<file path="src/rtl/varint_pkg.sv">
// varint_pkg: shared types and constants for the LEB128 varint decoder.
// Imported by varint_accum and varint_decoder.
package varint_pkg;

    localparam int MAX_BYTES      = 10;
    localparam int BYTES_PER_WORD = 4;

    typedef enum logic [2:0] {
        ST_IDLE = 3'b001,
        ST_BYTE = 3'b010,
        ST_EMIT = 3'b100
    } state_t;

    // True when any strobed byte sits above ptr in the word.
    function automatic logic remaining_strb(
        input logic [3:0] wstrb,
        input logic [1:0] ptr
    );
        logic [3:0] above;
        above = 4'b1110 << ptr;
        return |(wstrb & above);
    endfunction

endpackage

</file>
<file path="src/rtl/varint_accum.sv">
// varint_accum: 7-bit group shift/OR accumulator with group counter.
// overflow flags the add that brings the count to MAX_BYTES.
module varint_accum
    import varint_pkg::*;
(
    input  logic        clk,
    input  logic        reset,
    input  logic        clear,
    input  logic        add,
    input  logic [6:0]  payload,
    output logic [63:0] acc,
    output logic [3:0]  group,
    output logic        overflow
);

    logic [63:0] addend;

    // Position the payload at its group; the 10th group keeps only bit 0.
    always_comb begin
        addend   = {57'b0, payload} << (7 * group);
        overflow = add && (group == 4'(MAX_BYTES - 1));
    end

    // Accumulate one group per add; clear wins over add.
    always_ff @(posedge clk or posedge reset) begin
        if (reset) begin
            acc   <= '0;
            group <= '0;
        end else if (clear) begin
            acc   <= '0;
            group <= '0;
        end else if (add) begin
            acc   <= acc | addend;
            group <= group + 4'd1;
        end
    end

endmodule

</file>
<file path="src/rtl/varint_decoder.sv">
// varint_decoder: pops 32-bit FIFO words and decodes LEB128 varints.
// Optional macro VARINT_ZIGZAG_EN adds zigzag_mode for sint fields.
module varint_decoder
    import varint_pkg::*;
#(
    parameter int DATA_W = 32
) (
    input  logic              clk,
    input  logic              reset,
    input  logic              varint_in_fifo_empty,
    input  logic [DATA_W-1:0] varint_in_fifo_data,
    input  logic [3:0]        varint_in_fifo_wstrb,
    input  logic              varint_in_fifo_last,
    output logic              varint_in_fifo_pop,
`ifdef VARINT_ZIGZAG_EN
    input  logic              zigzag_mode,
`endif
    output logic              dec_valid,
    input  logic              dec_ready,
    output logic [63:0]       dec_value,
    output logic              dec_last,
    output logic              dec_error,
    output logic              busy
);

    localparam logic [1:0] LAST_PTR = 2'(BYTES_PER_WORD - 1);

    state_t            state_q, state_d;
    logic [1:0]        ptr_q, ptr_d;
    logic [DATA_W-1:0] word_q, word_d;
    logic [3:0]        strb_q, strb_d;
    logic              last_q, last_d;
    logic              disc_q, disc_d;
    logic              err_q, err_d;
    logic              done_q, done_d;
`ifdef VARINT_ZIGZAG_EN
    logic              zz_q, zz_d;
`endif

    logic [7:0]  cur_byte;
    logic        acc_clear;
    logic        acc_add;
    logic [63:0] acc;
    logic [3:0]  group;
    logic        overflow;
    logic        complete;

    varint_accum u_accum (
        .clk      (clk),
        .reset    (reset),
        .clear    (acc_clear),
        .add      (acc_add),
        .payload  (cur_byte[6:0]),
        .acc      (acc),
        .group    (group),
        .overflow (overflow)
    );

    // State, word latch and per-varint flags.
    always_ff @(posedge clk or posedge reset) begin
        if (reset) begin
            state_q <= ST_IDLE;
            ptr_q   <= '0;
            word_q  <= '0;
            strb_q  <= '0;
            last_q  <= 1'b0;
            disc_q  <= 1'b0;
            err_q   <= 1'b0;
            done_q  <= 1'b0;
`ifdef VARINT_ZIGZAG_EN
            zz_q    <= 1'b0;
`endif
        end else begin
            state_q <= state_d;
            ptr_q   <= ptr_d;
            word_q  <= word_d;
            strb_q  <= strb_d;
            last_q  <= last_d;
            disc_q  <= disc_d;
            err_q   <= err_d;
            done_q  <= done_d;
`ifdef VARINT_ZIGZAG_EN
            zz_q    <= zz_d;
`endif
        end
    end

    // Next-state, byte consumption, pop and accumulator control.
    always_comb begin
        state_d   = state_q;
        ptr_d     = ptr_q;
        word_d    = word_q;
        strb_d    = strb_q;
        last_d    = last_q;
        disc_d    = disc_q;
        err_d     = err_q;
        done_d    = done_q;
`ifdef VARINT_ZIGZAG_EN
        zz_d      = zz_q;
`endif
        cur_byte  = word_q[8*ptr_q +: 8];
        acc_clear = 1'b0;
        acc_add   = 1'b0;
        complete  = 1'b0;
        varint_in_fifo_pop = 1'b0;

        unique case (state_q)
            ST_IDLE: begin
                if (!varint_in_fifo_empty) begin
                    word_d  = varint_in_fifo_data;
                    strb_d  = varint_in_fifo_wstrb;
                    last_d  = varint_in_fifo_last;
                    ptr_d   = '0;
                    state_d = ST_BYTE;
                end
            end
            ST_BYTE: begin
                if (strb_q[ptr_q] && disc_q) begin
                    // Swallow the tail of an overlong varint.
                    if (!cur_byte[7]) disc_d = 1'b0;
                end else if (strb_q[ptr_q]) begin
                    acc_add = 1'b1;
`ifdef VARINT_ZIGZAG_EN
                    if (group == 4'd0) zz_d = zigzag_mode;
`endif
                    if (!cur_byte[7]) begin
                        complete = 1'b1;
                    end else if (overflow) begin
                        complete = 1'b1;
                        err_d    = 1'b1;
                        disc_d   = 1'b1;
                    end
                end
                if (complete) begin
                    state_d = ST_EMIT;
                end else if (ptr_q == LAST_PTR) begin
                    varint_in_fifo_pop = 1'b1;
                    if (last_q && (group != 4'd0 || acc_add)) begin
                        // Message ended inside a varint: truncated.
                        state_d = ST_EMIT;
                        err_d   = 1'b1;
                        done_d  = 1'b1;
                    end else begin
                        state_d = ST_IDLE;
                        if (last_q) disc_d = 1'b0;
                    end
                end else begin
                    ptr_d = ptr_q + 2'd1;
                end
            end
            ST_EMIT: begin
                if (dec_ready) begin
                    acc_clear = 1'b1;
                    err_d     = 1'b0;
                    if (done_q) begin
                        done_d  = 1'b0;
                        state_d = ST_IDLE;
                    end else if (ptr_q == LAST_PTR) begin
                        varint_in_fifo_pop = 1'b1;
                        state_d = ST_IDLE;
                        if (last_q) disc_d = 1'b0;
                    end else begin
                        ptr_d   = ptr_q + 2'd1;
                        state_d = ST_BYTE;
                    end
                end
            end
            default: begin
                state_d = ST_IDLE;
            end
        endcase
    end

    // Output stream; value and flags are zero outside EMIT.
    always_comb begin
        dec_valid = (state_q == ST_EMIT);
        busy      = (state_q != ST_IDLE);
        dec_value = '0;
        dec_last  = dec_valid && last_q && !remaining_strb(strb_q, ptr_q);
        dec_error = dec_valid && err_q;
        if (dec_valid) begin
`ifdef VARINT_ZIGZAG_EN
            if (zz_q) dec_value = (acc >> 1) ^ -(acc & 64'd1);
            else      dec_value = acc;
`else
            dec_value = acc;
`endif
        end
    end

endmodule

</file>
<file path="config.mk">
export PLATFORM = sky130hd
export DESIGN_NAME = varint_decoder
export DESIGN_NICKNAME = d
export VERILOG_FILES = /design/src/rtl/varint_pkg.sv /design/src/rtl/varint_accum.sv /design/src/rtl/varint_decoder.sv
export SDC_FILE = /design/constraint.sdc
export NUM_CORES = 1
export LEC_CHECK = 0
export ABC_AREA = 0
export CORE_ASPECT_RATIO = 0.75
export CORE_UTILIZATION = 55
export DETAILED_ROUTE_END_ITERATION = 16
export PLACE_DENSITY_LB_ADDON = 0.08
export SETUP_SLACK_MARGIN = 0.15
export SLEW_MARGIN = 15
export SYNTH_ARGS = -nofsm -noshare
export SYNTH_HDL_FRONTEND = slang
export SYNTH_SLANG_ARGS = --single-unit
export TNS_END_PERCENT = 50
</file>
<file path="constraint.sdc">
create_clock -name clk -period 7.82 [get_ports clk]
set_clock_uncertainty 0.2 [all_clocks]
set_input_delay 2.346 -clock clk [delete_from_list [all_inputs] [get_ports clk]]
set_output_delay 2.346 -clock clk [all_outputs]
set_load 0.02 [all_outputs]
</file>
After elaboration in Yosys (flattened, before gate mapping)
Cells that the tools add are included.
Storage, ports and cells
  register bits after elaboration: 113
  bits in latches: 0
  bits in writable memories: 0
  memory bits (read-only): 0
  input bits: 41
  output and inout port bits: 69
  word-level logic and storage cells: 118
  memories kept: 0
Operators by class
  $add $sub $neg: 2
  multiply operators: 1
  divide/modulo/power cells: 0
  magnitude comparators: 1
  equal/unequal tests: 15
  shift operators: 3
  muxes and demuxes: 64
  bitwise operators: 3
  reductions and logical operators: 19
Operators with widths (count)
  two-way mux 64 bit: 3
  bitwise OR 64 bit: 1
  << shifter 7 x 7 -> 64 bit: 1
  two-way mux 1 bit: 40
  variable part select 32 x 6 -> 8 bit: 1
  two-way mux 3 bit: 5
  AND reduction 5 bit: 3
  two-way mux 2 bit: 7
  inequality test 2 bit, second input constant: 5
  case mux 3 bit (3 select lines): 1
  two-way mux 4 bit: 2
  case mux 1 bit (2 select lines): 4
  multiplier 3 x 4 -> 7 bit, first input constant: 1
  logical AND 1 bit: 6
  inequality test 2 x 1 -> 1 bit, second input constant: 3
  case mux 2 bit (3 select lines): 1
  adder 4 x 1 -> 4 bit, second input constant: 1
  bitwise AND 4 bit: 1
  equality test 4 bit, second input constant: 1
  AND reduction 2 bit: 2
  nonzero test 2 bit: 2
  nonzero test 4 bit: 1
  OR reduction 4 bit: 1
  << shifter 4 x 2 -> 4 bit, first input constant: 1
  14 further kinds: 14

Longest topological paths before layout
  word-level depth: 16
  gate-level depth with buffers: 7
  mapped depth without buffers: 6

Hierarchy
A second synthesis with hierarchy kept.
Unflattened totals
  cells, all modules: 510
  area total of the unflattened synthesis: 5632.9 µm²
By module, submodules not included
  varint_accum: times used 1, cells each 269, area each 2975.4 µm²
  varint_decoder: times used 1, cells each 241, area each 2657.5 µm²

Least setup slack after synthesis
Ideal clock, no wire load.
  path type: input -> output
  from: in dec_ready
  to: out varint_in_fifo_pop
  data arrival time: 3.009 ns
  path slack: 2.265 ns
  stages on the path: 4
  cells stage by stage: nand2_1 -> clkbuf_1 -> nor2_1 -> o21a_1
Between the ends
  longest elaborated chain between the ends: 2
RTL lines
  from (decl): line varint_decoder.sv:19  | input logic dec_ready,
  two-way mux 1 bit: line varint_decoder.sv:152  | if (dec_ready) begin
  case mux 1 bit (2 select lines): line varint_decoder.sv:107  | unique case (state_q)
  to (decl): line varint_decoder.sv:14  | output logic varint_in_fifo_pop,
No other way between the ends.

Worst setup path in the final report
Ends and elaborated chain as after synthesis.

==> flow_metrics.tcl <==
set metrics [dict create \
    p_seq_share_pct 40.5 \
    reg2reg_depth 4 \
    synthFlopType "dfrtp_1" \
    nets 615 \
    drc 0 \
    yosysWarningCount 0 \
    rows 30 \
    finalHoldViolCount 0 \
    clock_power_share_pct 32.6 \
    top_usage_layer "met2" \
    setup_viol 0 \
    timing.final.ws_setup_ns 1.36 \
    yosysUniqueCellTypes 47 \
    synthCells 466 \
    core_area_mm2 0.00912 \
    path_max_fanout 7 \
    yosysSeqAreaShare_pct 54.4 \
    min_period_ns 6.46 \
    antenna_found_initial 0 \
    synth_area_mm2 0.00520 \
    r2r_slack_ns 4.88 \
    hpwl_um 8260 \
    gr-usage-met2_pct 44.5 \
    rsz0062_at_grt "no" \
    final.period_utilization_pct 82.7 \
    final_core_util_pct 75.9 \
    path_class "primary input to output port" \
    power.leakage_nw 2.99 \
    via_per_inst 5.65 \
    intPower_w 0.00148 \
    die_y_um 86.2 \
    postCtsSetupBuffers 0 \
    drv_slew 0 \
    synth_common_cells "dfrtp_1 (112), nand2_1 (71), and2_1 (65)" \
    clk_latency_ns 0.41 \
    grt_util_met3_pct 6.71 \
    outcome "finished, final reports clean" \
    worstSetupEndpointType "output port" \
    clockBufferDepth 2 \
    post_dp_cell_area_mm2 0.00637 \
    ctsResizeCount 0 \
    combPwrFrac_pct 26.9 \
    cp-startpoint "dec_ready" \
    firstDrtPassIters 6 \
    wirelength_um 12800 \
    hold_path_class "register to register" \
    drtAntennaViolNets 0 \
    gp_congestion 0.831 \
    numCtsBuffers 17 \
    hold_buffers 0 \
    drive_gt1_share_pct 14.1 \
    antenna_cells 0 \
    cap_viol_max_count 0 \
    worstHoldStart "u_accum.acc[18]$_DFFE_PP0P_" \
    path_cells "clkdlybuf4s50_1, nand2_2, nor2_1, o21a_1, clkdlybuf4s50_1" \
    cp.buffers_inverters 2 \
    fin_area_mm2 0.00693 \
    initial_core_util_pct 57.1 \
    critPathMaxStageDelay_ns 0.68 \
    slew_headroom_pct 32.5 \
    synthesis.nets 512 \
    synth_area_leader_cell "dfrtp_1" \
    die_area_mm2 0.00986 \
    dp_slack_ns 1.40 \
    fin_tns_setup_ns 0 \
    via_count 4010 \
    required_ns 5.27 \
    io_pins 110 \
    grt_pass1_vias 4078 \
    synth_top_area_share_pct 53.9 \
    ys_ff_latch 113 \
    p_switching_w 0.000741 \
    multi_input_area_mm2 0.00222 \
    ir_drop_mv 0.162 \
    met1_usage_pct 39.0 \
    critPathLaunchType "primary input" \
    track_usage_pct 28.2 \
    crit_family "buffers and inverters" \
    grt_max_degree 84 \
    fillers 622 \
    synth_area_leaders "dfrtp_1 (54%), mux2_2 (8.0%), and2_1 (7.8%), nand2_1 (5.1%), o21ai_0 (4.9%)" \
    cts_root_buf "clkbuf_16" \
    total_power_w 0.00222 \
    seqCellArea_mm2 0.00283 \
    crit_path_top_delay_cell "clkdlybuf4s50_1" \
    grt_pass1_wl_um 20800 \
    cts_max_level 4 \
    p_sw_share_pct 33.4 \
    r2r_end "ptr_q[1]$_DFFE_PP0P_" \
    max_freq_ghz 0.155 \
    crit_top_cell "clkdlybuf4s50_1" \
    path_clk_slew_ns 0.06 \
    detail_route.iter0.violations 376 \
    overflow 0 \
    holdPathStages 2 \
    cts_tree "yes" \
    yosysMostFrequentCell "dfrtp_1" \
    clock_sinks 113 \
    postSynthAreaPerCell_um2 11.2 \
    die_x_um 114 \
    synthToLayoutAreaGrowth_pct 33.1 \
    p_per_area_mw_per_mm2 320 \
    reg2reg_from "state_q[0]$_DFFE_PP1P_" \
    worst_pin_slew_ns 1.01 \
    synthArstFlopShare_pct 100 \
    cp.arrival_ns 3.92 \
    synth_edf_count 0 \
    io_buffers 109 \
    wire_per_inst_um 18.0 \
    min_to "u_accum.acc[18]$_DFFE_PP0P_" \
]
==> kinds of logic (layout without fill, tap and decap cells) <==
group | count (synthesis) | in the layout | synth area share (%)
simple gates | 165 | 165 | 16.5
flops | 113 | 113 | 54.4
compound gates | 92 | 92 | 11.3
mux | 50 | 50 | 13.2
buf+inv | 40 | 156 | 3.22
fa+ha+maj | 5 | 5 | 1.20
xor+xnor | 1 | 1 | 0.168
==> cells in the final DEF, fill, tap and decap left out, types with 2 or more instances in the layout <==
master             n
a21o_1             2
a21oi_1            8
a222oi_1           2
a22o_1             9
a32o_1             7
a41oi_1            2
and2_1            65
and3_1             2
and4_2             2
buf_4              3
clkbuf_1           2
clkbuf_16         17
clkdlybuf4s50_1  109
clkinv_2           2
clkinv_4           4
clkinvlp_4         5
dfrtp_1          112
ha_1               5
inv_1             11
mux2_2            37
mux2i_1            4
mux4_1             8
nand2_1           70
nand3_1            6
nor2_1             5
nor3b_1            3
nor4b_1            2
o21ai_0           51
==> power by group through the flow <==
| stage | sequential [W] | combinational, W | clock, W |
|---|---|---|---|
| 6_report | 0.000898 | 0.000597 | 0.000723 |
| 2_1_floorplan | 0.000837 | 0.000452 | 0 |
| 5_1_grt | 0.000921 | 0.000654 | 0.000754 |
| 4_1_cts | 0.000895 | 0.000597 | 0.000728 |
| 3_5_place_dp | 0.000899 | 0.000586 | 0 |
| 3_3_place_gp | 0.000886 | 0.000560 | 0 |
==> through the flow <==
step	hold slack [ns]	std cells
2_1_floorplan	0.242	466
3_3_place_gp	0.255	678
3_5_place_dp	0.263	678
4_1_cts	0.274	710
5_1_grt	0.301	710
6_report	0.268	710
==> worst max path at each step <==
stage                         endpoint  slack (ns)  cells after the start
CTS                 varint_in_fifo_pop        1.38                      5
detailed placement  varint_in_fifo_pop        1.40                      5
global placement    varint_in_fifo_pop        1.41                      5
global route        varint_in_fifo_pop        1.26                      5
finish              varint_in_fifo_pop        1.36                      5
floorplan           varint_in_fifo_pop        2.27                      4
==> sequential cells by signal, summed over array words and instances (netlist names) <==
| name | flops |
|---|---|
| disc_q | 1 |
| done_q | 1 |
| err_q | 1 |
| last_q | 1 |
| ptr_q | 2 |
| state_q | 3 |
| strb_q | 4 |
| u_accum.acc | 64 |
| u_accum.group | 4 |
| word_q | 32 |
==> worst reg2reg max path, stage by stage, from the launching register on <==
cell	delay, ns
dfstp_2	0.59
nor3b_1	0.41
nand2b_2	0.62
a222oi_1	0.80
mux2i_1	0.25
==> area by class of cell <==
cell class / instances / area share (%)
clock buffer: 20 / 6.45
tap: 128 / 2.31
multi-input combinational: 313 / 32.0
clock inverter: 12 / 1.63
inverter: 12 / 0.686
sequential: 113 / 40.8
timing repair buffer: 112 / 16.1
==> metal layers <==
layer | routed length [µm] | vias up
li1 | - | 1835
met1 | 5690 | 1999
met2 | 6160 | 156
met3 | 789 | 20
met4 | 175 | 0
met5 | 0 | -
Note: power is estimated with default switching activity, not from simulation.
